===== src/rtl/hist_pkg.sv =====
// Shared definitions for the pulse-height histogram accumulator.
package hist_pkg;

  localparam int unsigned HIST_ADDR_WIDTH = 8;
  localparam int unsigned HIST_DATA_WIDTH = 16;
  localparam int unsigned HIST_CNT_WIDTH  = 32;

  // Saturation value of a bin counter at the default counter width.
  localparam logic [HIST_DATA_WIDTH-1:0] BIN_MAX = '1;

  typedef enum logic [2:0] {
    ST_CLR,
    ST_IDLE,
    ST_EV_RD,
    ST_EV_WR,
    ST_H_RD,
    ST_H_DAT
  } state_e;

endpackage


===== src/rtl/sat_inc.sv =====
// Combinational saturating +1 with an at-max indication of the result.
module sat_inc #(
  parameter int unsigned WIDTH = 16
) (
  input  logic [WIDTH-1:0] din,
  output logic [WIDTH-1:0] dout,
  output logic             at_max
);

  localparam logic [WIDTH-1:0] ONE = {{(WIDTH-1){1'b0}}, 1'b1};

  // Increment unless already at the top; flag when the result sits at the top.
  always_comb begin
    if (din == '1) begin
      dout = din;
    end else begin
      dout = din + ONE;
    end
    at_max = (dout == '1);
  end

endmodule


===== src/rtl/hist_accum.sv =====
// Histogram accumulator: read-modify-write of one RAM bin per event,
// full-histogram clear and single-bin host reads.
module hist_accum
  import hist_pkg::*;
#(
  parameter int unsigned ADDR_WIDTH = HIST_ADDR_WIDTH,
  parameter int unsigned DATA_WIDTH = HIST_DATA_WIDTH,
  parameter int unsigned CNT_WIDTH  = HIST_CNT_WIDTH
) (
  input  logic                  clk,
  input  logic                  rst_n,
  input  logic                  ev_valid,
  input  logic [ADDR_WIDTH-1:0] ev_bin,
  output logic                  ev_ready,
  input  logic                  clr_req,
  input  logic                  host_rd_req,
  input  logic [ADDR_WIDTH-1:0] host_rd_addr,
  output logic [DATA_WIDTH-1:0] host_rd_data,
  output logic                  host_rd_valid,
  output logic                  busy,
  output logic                  sat_flag,
  output logic [CNT_WIDTH-1:0]  ev_total,
  output logic [ADDR_WIDTH-1:0] ram_raddr,
  input  logic [DATA_WIDTH-1:0] ram_rdata,
  output logic [ADDR_WIDTH-1:0] ram_waddr,
  output logic [DATA_WIDTH-1:0] ram_wdata,
  output logic                  ram_we
);

  localparam logic [ADDR_WIDTH-1:0] ADDR_ONE = {{(ADDR_WIDTH-1){1'b0}}, 1'b1};
  localparam logic [CNT_WIDTH-1:0]  CNT_ONE  = {{(CNT_WIDTH-1){1'b0}}, 1'b1};

  state_e                state_q, state_d;
  logic [ADDR_WIDTH-1:0] idx_q, idx_d;
  logic [ADDR_WIDTH-1:0] bin_q, bin_d;
  logic [ADDR_WIDTH-1:0] raddr_q, raddr_d;
  logic [CNT_WIDTH-1:0]  total_q, total_d;
  logic                  sat_q, sat_d;
  logic [DATA_WIDTH-1:0] rd_data_q, rd_data_d;
  logic                  rd_valid_q, rd_valid_d;
  logic                  clr_go_q, clr_go_d;
  logic [DATA_WIDTH-1:0] inc_val;
  logic                  inc_at_max;

  sat_inc #(
    .WIDTH(DATA_WIDTH)
  ) u_sat_inc (
    .din   (ram_rdata),
    .dout  (inc_val),
    .at_max(inc_at_max)
  );

  // State register.
  always_ff @(posedge clk or negedge rst_n) begin
    if (!rst_n) begin
      state_q <= ST_CLR;
    end else begin
      state_q <= state_d;
    end
  end

  // Next-state logic; in IDLE clear beats event beats host read.
  always_comb begin
    state_d = state_q;
    case (state_q)
      ST_CLR:   if (clr_go_q && (idx_q == '1)) state_d = ST_IDLE;
      ST_IDLE: begin
        if (clr_req)          state_d = ST_CLR;
        else if (ev_valid)    state_d = ST_EV_RD;
        else if (host_rd_req) state_d = ST_H_RD;
      end
      ST_EV_RD: state_d = ST_EV_WR;
      ST_EV_WR: state_d = ST_IDLE;
      ST_H_RD:  state_d = ST_H_DAT;
      ST_H_DAT: state_d = ST_IDLE;
      default:  state_d = ST_CLR;
    endcase
  end

  // Datapath next values. clr_go holds off the clear sweep for the first
  // cycle after reset so that every output is 0 while reset is asserted.
  always_comb begin
    idx_d      = idx_q;
    bin_d      = bin_q;
    raddr_d    = raddr_q;
    total_d    = total_q;
    sat_d      = sat_q;
    rd_data_d  = rd_data_q;
    rd_valid_d = 1'b0;
    clr_go_d   = 1'b1;
    case (state_q)
      ST_CLR: begin
        total_d = '0;
        sat_d   = 1'b0;
        if (clr_go_q) idx_d = idx_q + ADDR_ONE;
      end
      ST_IDLE: begin
        if (clr_req) begin
          idx_d = '0;
        end else if (ev_valid) begin
          bin_d   = ev_bin;
          raddr_d = ev_bin;
          total_d = total_q + CNT_ONE;
        end else if (host_rd_req) begin
          raddr_d = host_rd_addr;
        end
      end
      ST_EV_WR: if (inc_at_max) sat_d = 1'b1;
      ST_H_DAT: begin
        rd_data_d  = ram_rdata;
        rd_valid_d = 1'b1;
      end
      default: ;
    endcase
  end

  // Datapath registers.
  always_ff @(posedge clk or negedge rst_n) begin
    if (!rst_n) begin
      idx_q      <= '0;
      bin_q      <= '0;
      raddr_q    <= '0;
      total_q    <= '0;
      sat_q      <= 1'b0;
      rd_data_q  <= '0;
      rd_valid_q <= 1'b0;
      clr_go_q   <= 1'b0;
    end else begin
      idx_q      <= idx_d;
      bin_q      <= bin_d;
      raddr_q    <= raddr_d;
      total_q    <= total_d;
      sat_q      <= sat_d;
      rd_data_q  <= rd_data_d;
      rd_valid_q <= rd_valid_d;
      clr_go_q   <= clr_go_d;
    end
  end

  // State-decoded outputs: RAM write port, handshake and busy.
  always_comb begin
    ram_we    = 1'b0;
    ram_waddr = '0;
    ram_wdata = '0;
    ev_ready  = 1'b0;
    busy      = 1'b1;
    case (state_q)
      ST_CLR: begin
        ram_we    = clr_go_q;
        ram_waddr = idx_q;
      end
      ST_IDLE: begin
        ev_ready = 1'b1;
        busy     = 1'b0;
      end
      ST_EV_WR: begin
        ram_we    = 1'b1;
        ram_waddr = bin_q;
        ram_wdata = inc_val;
      end
      default: ;
    endcase
  end

  assign ram_raddr     = raddr_q;
  assign ev_total      = total_q;
  assign sat_flag      = sat_q;
  assign host_rd_data  = rd_data_q;
  assign host_rd_valid = rd_valid_q;

endmodule


===== config.mk =====
export PLATFORM = sky130hd
export DESIGN_NAME = hist_accum
export DESIGN_NICKNAME = d
export VERILOG_FILES = /design/src/rtl/hist_pkg.sv /design/src/rtl/sat_inc.sv /design/src/rtl/hist_accum.sv
export SDC_FILE = /design/constraint.sdc
export NUM_CORES = 1
export LEC_CHECK = 0
export BUFFER_PORTS_ARGS = -buffer_cell sky130_fd_sc_hd__buf_4
export CORE_MARGIN = 8
export CORE_UTILIZATION = 53
export DETAILED_ROUTE_END_ITERATION = 6
export PLACE_DENSITY = 0.86
export SYNTH_ARGS = -nofsm -noshare
export SYNTH_HDL_FRONTEND = slang
export SYNTH_HIERARCHICAL = 1
export SYNTH_SLANG_ARGS = --single-unit

===== constraint.sdc =====
create_clock -name clk -period 2.4 [get_ports clk]
set_input_delay 0.24 -clock clk [delete_from_list [all_inputs] [get_ports clk]]
set_output_delay 0.24 -clock clk [all_outputs]
set_load 0.1 [all_outputs]

==> results of run 1 <==
[worst reg2reg max path: stages, from the launching register on]
cell,delay [ns]
dfrtp_1,0.40
or3b_1,0.37
a2111o_1,0.68
or4_1,0.58
a21oi_1,0.15
[area by class of cell]
class                      count  area share
multi-input combinational    378       0.412
sequential                    78       0.350
timing repair buffer         133       0.177
clock buffer                  11      0.0233
tap                          105      0.0233
inverter                      10     0.00733
clock inverter                 5     0.00622
[cell families after synthesis]
group / count (synthesis)
compound gates: 105
simple gates: 231
other cells: 1
xor+xnor: 19
fa+ha+maj: 3
buf+inv: 41
mux: 19
flops: 78
[where the power goes]
part	switching (uW)	internal (uW)
combinational	2980	781
clock	482	379
sequential	249	1630
[Yosys cell counts, drive strengths merged (3+ instances only)]
library cell | number | area [um2]
nand3 | 21 | 110
and2 | 21 | 131
or4 | 16 | 120
clkbuf | 18 | 67.6
mux2 | 10 | 116
buf | 13 | 93.8
a22o | 8 | 70.1
nor3 | 3 | 15.0
inv | 9 | 33.8
nor4 | 5 | 31.3
nand2b | 3 | 18.8
and4 | 8 | 70.1
o31ai | 14 | 105
nor2 | 22 | 82.6
ha | 3 | 37.5
a21oi | 29 | 145
or3 | 12 | 75.1
mux2i | 9 | 90.1
o21ai | 34 | 170
nor4b | 3 | 62.6
and3 | 8 | 50.1
dfrtp | 78 | 1950
a31oi | 6 | 37.5
xnor2 | 11 | 96.3
nand4 | 12 | 81.3
xor2 | 8 | 70.1
nand2 | 88 | 330
[routing by layer]
metal  global-route usage  wire (um)  vias up  part of all wire
li1                     -          -     2010                 -
met1                0.255       4960     2022              0.41
met2                0.344       5980      164              0.49
met3               0.0557        937       23             0.078
met4               0.0634        212        0             0.018
met5                    0          0        -                 0
[final timing paths]
kind / endpoint / slack, ns / depth (start not counted)
max: ev_total[29] / 0.16 / 4
min: host_rd_data[5] / -0.02 / 1
max reg2reg: ev_total[29] / 0.16 / 4
min reg2reg: host_rd_data[8] / 0.48 / 2
max in group asynchronous: host_rd_data[8] / 1.71 / 2
min in group clk: host_rd_data[1] / 0.14 / 3
[sequential cells by signal (all words and copies together) (netlist names)]
signal and count:
sat_flag 1, idx_q 8, host_rd_valid 1, state_q 3
host_rd_data 16, bin_q 8, ram_raddr 8, ev_total 32
clr_go_q 1
[stage by stage]
step | cell area, um2 | setup WS (ns) | util | hold WS, ns | cells
final | 5630 | 0.155 | 0.689 | -0.0152 | 720
after global placement | 5460 | 0.208 | 0.668 | 0.393 | 704
after CTS | 5630 | 0.107 | 0.688 | 0.0308 | 720
after global routing | 5630 | -0.00521 | 0.689 | 0.0777 | 720
after floorplan | 4490 | -0.0313 | - | -0.0556 | 497
after detailed placement | 5460 | 0.188 | 0.668 | 0.400 | 704
==> impl_results.md, run 1 <==
- Total die area: 11,600 um2
- DR vias/cell: 5.86
- WL per Instance: 16.8 um
- First-pass GRT wire length: between 15,000 and 20,000 um
- Max Transition Viols Final: 0
- CTS tree: built
- Filler cell count: 621
- Grt ovf: 0
- Worst hold slack: -0.0152 ns
- PortBufs: about 120
- Area occupied by multi-input gates: ~2300 um2
- Starting Density: 0.545
- CTS clock-pin slew for the worst setup and hold paths: 0.09 ns
- Hold Violations, Final: 15
- Commonest non-fill, non-tap cell in the layout: buf_4
- Gr usage total: 0.207
- Post-CTS Setup Repair Bufs: 0
- Diodes inserted: 0
- Die width: around 110 um
- CTS-repair resized insts: 0
- RR Startpoint: state_q[2]
- RSZ-0062 raised after global routing: yes
- Top-Level Pins: 122
- Die Y: 108 um
- Mapped Cells: 497
- F_max: 445 MHz
- Worst Setup Start Kind: flip-flop
- Final WL: 12,100 um
- Yosys warns: 6
- Post-DP HPWL: around 9000 um
- Setup Skew: 0.0115 ns
- Gpl congestion: 0.919
- Max clock buf depth: 2
- Synth Area in Compound Gates: 0.145
- Cell Rows: 33
- WP buf/inv: 0
- Cell area after synthesis: 4460 um2
- Via Count: about 4,200
- DRC Markers: 0
- Final setup violation count: 0
- Slowest CP cell: a2111o_1
- Sink Count: slightly below 80
- Setup crit end kind: flip-flop
- Max-Cap Viols: 0
- Area Growth Syn to Fin: 26.3%
- FF/Latch Area: 1970 um2
- TNS Setup: 0 ns
- EDFF count, synth: 0
- Detail Route Antenna Nets: 0
- Leak Pwr: about 0.0025 uW
- Required time worst endpoint: ~2.7 ns
- Top FF cell, synth: dfrtp_1
- Pre-Repair DR Iteration Count: 5
- Max incr delay on CP: approximately 0.68 ns
- Cts hold-fix bufs: 0
- Simple-Gate Fraction of Synth Area: 0.280
- Status: complete, but fails checks
- Delay-heaviest family, CP: simple AND/OR/NAND/NOR gates
- Critical path peak fanout: 23
- Total power: 6500 uW
- Initial DRC count: about 230
- Initial antenna violation count: 0
- CTS Root Buffer Type: clkbuf_8
- Register area share after synthesis: 0.438
- Clock insertion delay at the later pin of the skew report: 0.34 ns
- CTS buffer count: 9
- Fraction of registers with async set/reset: 1.00
- H-tree Lvls: 3
- Core ar.: 8180 um2
- Mapped Avg Cell Area: 8.97 um2
- Share of cells above drive strength 1: 0.301
- Synth unique cells: 54
- Crit share post-route: 0.935
- Worst-Margin Slew: 0.944 ns
- Commonest non-fill, non-tap cells in the layout: buf_4, nand2_1, dfrtp_1, o21ai_0, a21oi_1
- Failing checks: negative hold slack
- Synth Area in Adders: 0.00842
- #FFs+latches synth: 78
- Worst VDD drop: 1450 uV
- XOR/XNOR share of the synthesized area: 0.0373
- Power Dens Cells: 1150 nW/um2
- Critical path type: flip-flop to flip-flop
- Main combinational cell family by area after synthesis: simple AND/OR/NAND/NOR gates
- CP Cell Sequence: or3b_1, a2111o_1, or4_1, a21oi_1
- Crit path time final: 2.24 ns
- Syn_nets: 537
- Post-synthesis mux area share: 0.0463
- Crit. Startpoint: state_q[2]
- Vias in the first global route: about 4,200
- WP data arrival: 2.52 ns
- Max_slew headroom: 0.366
- Hold Path Class: input port to asynchronous set/reset pin
- Largest net degree at the start of global routing: 68
- NumNets Final: 650
(Power assumes the default switching activity.)
==> run 2: changes to the inputs <==
--- a/config.mk
+++ b/config.mk
@@ -7,9 +7,11 @@
 export LEC_CHECK = 0
 export BUFFER_PORTS_ARGS = -buffer_cell sky130_fd_sc_hd__buf_4
 export CORE_MARGIN = 8
-export CORE_UTILIZATION = 53
+export CORE_UTILIZATION = 55
+export CTS_BUF_LIST = sky130_fd_sc_hd__clkbuf_2 sky130_fd_sc_hd__clkbuf_4 sky130_fd_sc_hd__clkbuf_8
 export DETAILED_ROUTE_END_ITERATION = 6
-export PLACE_DENSITY = 0.86
+export PLACE_DENSITY = 0.88
+export SKIP_LAST_GASP = 1
 export SYNTH_ARGS = -nofsm -noshare
 export SYNTH_HDL_FRONTEND = slang
 export SYNTH_HIERARCHICAL = 1
==> constraint.sdc (replaced) <==
create_clock -name clk -period 2.1 [get_ports clk]
set_input_delay 0.21 -clock clk [delete_from_list [all_inputs] [get_ports clk]]
set_output_delay 0.21 -clock clk [all_outputs]
set_load 0.1 [all_outputs]
==> run 2 against run 1 <==
  * Maximum frequency up 8.4%
  * Total power is 22% higher
  * Register-to-register slack worse by 0.13 ns
  * Critical path type unchanged
  * Largest power group unchanged
  * Largest cell class unchanged
  * Non-clock buffer count grew 17
  * Setup slack lost 0.13 ns
  * The run now ends clean
  * Critical path depth up 1
  * Clock-buffer cell count decreased by 1
==> impl_results.md, run 2 (synthesized netlist as in run 1, its figures left out) <==
- Max-Cap Viols: 0 (unchanged)
- Max incr delay on CP: 0.51 ns (was 0.68 ns)
- Initial DRC count: 232 (was 225)
- Final WL: 13,300 um (was 12,100 um)
- Max clock buf depth: 2 (unchanged)
- Largest net degree at the start of global routing: 43 (was 68)
- Vias in the first global route: 4,366 (was 4,222)
- Total power: 7960 uW (was 6500 uW)
- Gpl congestion: 0.942 (was 0.919)
- Die width: 106 um (was 108 um)
- H-tree Lvls: 3 (unchanged)
- Power Dens Cells: 1300 nW/um2 (was 1150 nW/um2)
- Commonest non-fill, non-tap cell in the layout: buf_4 (unchanged)
- TNS Setup: 0 ns (unchanged)
- Worst-Margin Slew: 0.961 ns (was 0.944 ns)
- Hold Path Class: input port to flip-flop (was input port to asynchronous set/reset pin)
- Grt ovf: 0 (unchanged)
- Cell Rows: 33 (unchanged)
- Crit share post-route: 0.986 (was 0.935)
- Delay-heaviest family, CP: simple AND/OR/NAND/NOR gates (unchanged)
- Diodes inserted: 0 (unchanged)
- WP data arrival: 2.34 ns (was 2.52 ns)
- Clock insertion delay at the later pin of the skew report: 0.35 ns (was 0.34 ns)
- Critical path peak fanout: 7 (was 23)
- Gr usage total: 0.224 (was 0.207)
- Starting Density: 0.554 (was 0.545)
- Via Count: 4,401 (was 4,219)
- F_max: 483 MHz (was 445 MHz)
- Area Growth Syn to Fin: 37.7% (was 26.3%)
- Commonest non-fill, non-tap cells in the layout: buf_4, nand2_1, dfrtp_1, o21ai_0, a21oi_1 (unchanged)
- CTS Root Buffer Type: clkbuf_8 (unchanged)
- Final setup violation count: 0 (unchanged)
- NumNets Final: 667 (was 650)
- Critical path type: flip-flop to flip-flop (unchanged)
- Leak Pwr: 0.00268 uW (was 0.00252 uW)
- Max_slew headroom: 0.355 (was 0.366)
- DR vias/cell: 5.97 (was 5.86)
- First-pass GRT wire length: 20,800 um (was 19,900 um)
- CTS clock-pin slew for the worst setup and hold paths: 0.08 ns (was 0.09 ns)
- Top-Level Pins: 122 (unchanged)
- WP buf/inv: 1 (was 0)
- WL per Instance: 18.1 um (was 16.8 um)
- Initial antenna violation count: 0 (unchanged)
- PortBufs: 121 (unchanged)
- Detail Route Antenna Nets: 0 (unchanged)
- Post-DP HPWL: 9220 um (was 9000 um)
- Setup Skew: 0.0140 ns (was 0.0115 ns)
- Worst VDD drop: 1320 uV (was 1450 uV)
- CTS buffer count: 9 (unchanged)
- Setup crit end kind: flip-flop (unchanged)
- Total die area: 11,200 um2 (was 11,600 um2)
- CTS tree: built (unchanged)
- Pre-Repair DR Iteration Count: 6 (was 5)
- Max reg flops: 32 (unchanged)
- Filler cell count: 533 (was 621)
- Required time worst endpoint: 2.37 ns (was 2.67 ns)
- CP Cell Sequence: or3b_1, a2111o_2, buf_4, or4_1, a21oi_1 (was or3b_1, a2111o_1, or4_1, a21oi_1)
- DRC Markers: 0 (unchanged)
- Status: complete, no violations (was complete, but fails checks)
- Hold Violations, Final: 0 (was 15)
- Worst Setup Start Kind: flip-flop (unchanged)
- RSZ-0062 raised after global routing: yes (unchanged)
- Max Transition Viols Final: 0 (unchanged)
- Crit path time final: 2.07 ns (was 2.24 ns)
- Sink Count: 78 (unchanged)
- Share of cells above drive strength 1: 0.386 (was 0.301)
- Die Y: 106 um (was 108 um)
- Slowest CP cell: a2111o_2 (was a2111o_1)
- Core ar.: 8050 um2 (was 8180 um2)
==> run 2: changes by cell type in the layout (fill, tap and decap cells not counted), sizes merged <==
cell,change
inv,-1
bufinv,+2
clkinv,+1
dlygate4sd3,+1
clkinvlp,-1
clkbuf,-1
buf,+16
==> run 2: timing repair <==
| action | in CTS | in global routing |
|---|---|---|
| endpoints found under the setup margin | 24 | 35 |
| hold endpoints to repair | 36 | 0 |
| gates cloned | 2 | 0 |
| pin swaps | 1 | 4 |
| hold buffers | 1 | 0 |
| resized for setup | 37 | 26 |
| setup buffers | 0 | 4 |
==> run 2: power breakdown <==
| group | switching, uW | total [uW] | leakage (uW) | internal [uW] |
|---|---|---|---|---|
| Combinational | 3540 | 4600 | 0.00161 | 1060 |
| Sequential | 258 | 2120 | 0.000961 | 1860 |
| Clock | 554 | 1240 | 0.000114 | 683 |
==> run 2: area by class of cell <==
type,instances,area (um2),area share
multi-input combinational,378,2430,0.395
sequential,78,2010,0.328
timing repair buffer,150,1310,0.213
clock buffer,10,131,0.0214
tap,105,131,0.0214
clock inverter,6,87.6,0.0143
inverter,10,41.3,0.00673
==> run 2: metal layers <==
metal  GRT usage  vias up  wire length, um
met5           0        -                0
met4      0.0995        0              350
met3      0.0538       34              966
met2       0.384      199             6670
met1       0.262     2128             5330
li1            -     2040                -
==> run 2: worst paths after layout <==
kind	from	end	slack [ns]	depth (start not counted)
min reg2reg	host_rd_data[8]	host_rd_data[8]	0.48	2
max reg2reg	ev_total[8]	ev_total[21]	0.03	5
min	ram_rdata[10]	host_rd_data[10]	0.1	3
min in group asynchronous	rst_n	ev_total[25]	0.36	2
max	ev_total[8]	ev_total[21]	0.03	5
max in group asynchronous	rst_n	ev_total[1]	1.14	3
==> run 2: metrics by stage <==
step | cells | worst slack, ns | utilization | hold WS (ns) | instance area [um2]
6_report | 737 | 0.0290 | 0.763 | 0.0979 | 6140
5_1_grt | 737 | -0.0599 | 0.763 | 0.0906 | 6140
4_1_cts | 733 | -0.0157 | 0.747 | 0.0839 | 6020
3_5_place_dp | 714 | -0.0215 | 0.701 | 0.201 | 5640
3_3_place_gp | 714 | 0.0173 | 0.701 | 0.202 | 5640
2_1_floorplan | 497 | -0.301 | - | -0.0856 | 4590
==> run 2: worst register-to-register path, delay by kind of cell, from the launching register on <==
kind	cells	cell delay [ns]
flip-flops	1	0.43
AND/OR/NAND/NOR	2	0.74
buffers and inverters	1	0.18
AO/OA/AOI/OAI	2	0.64
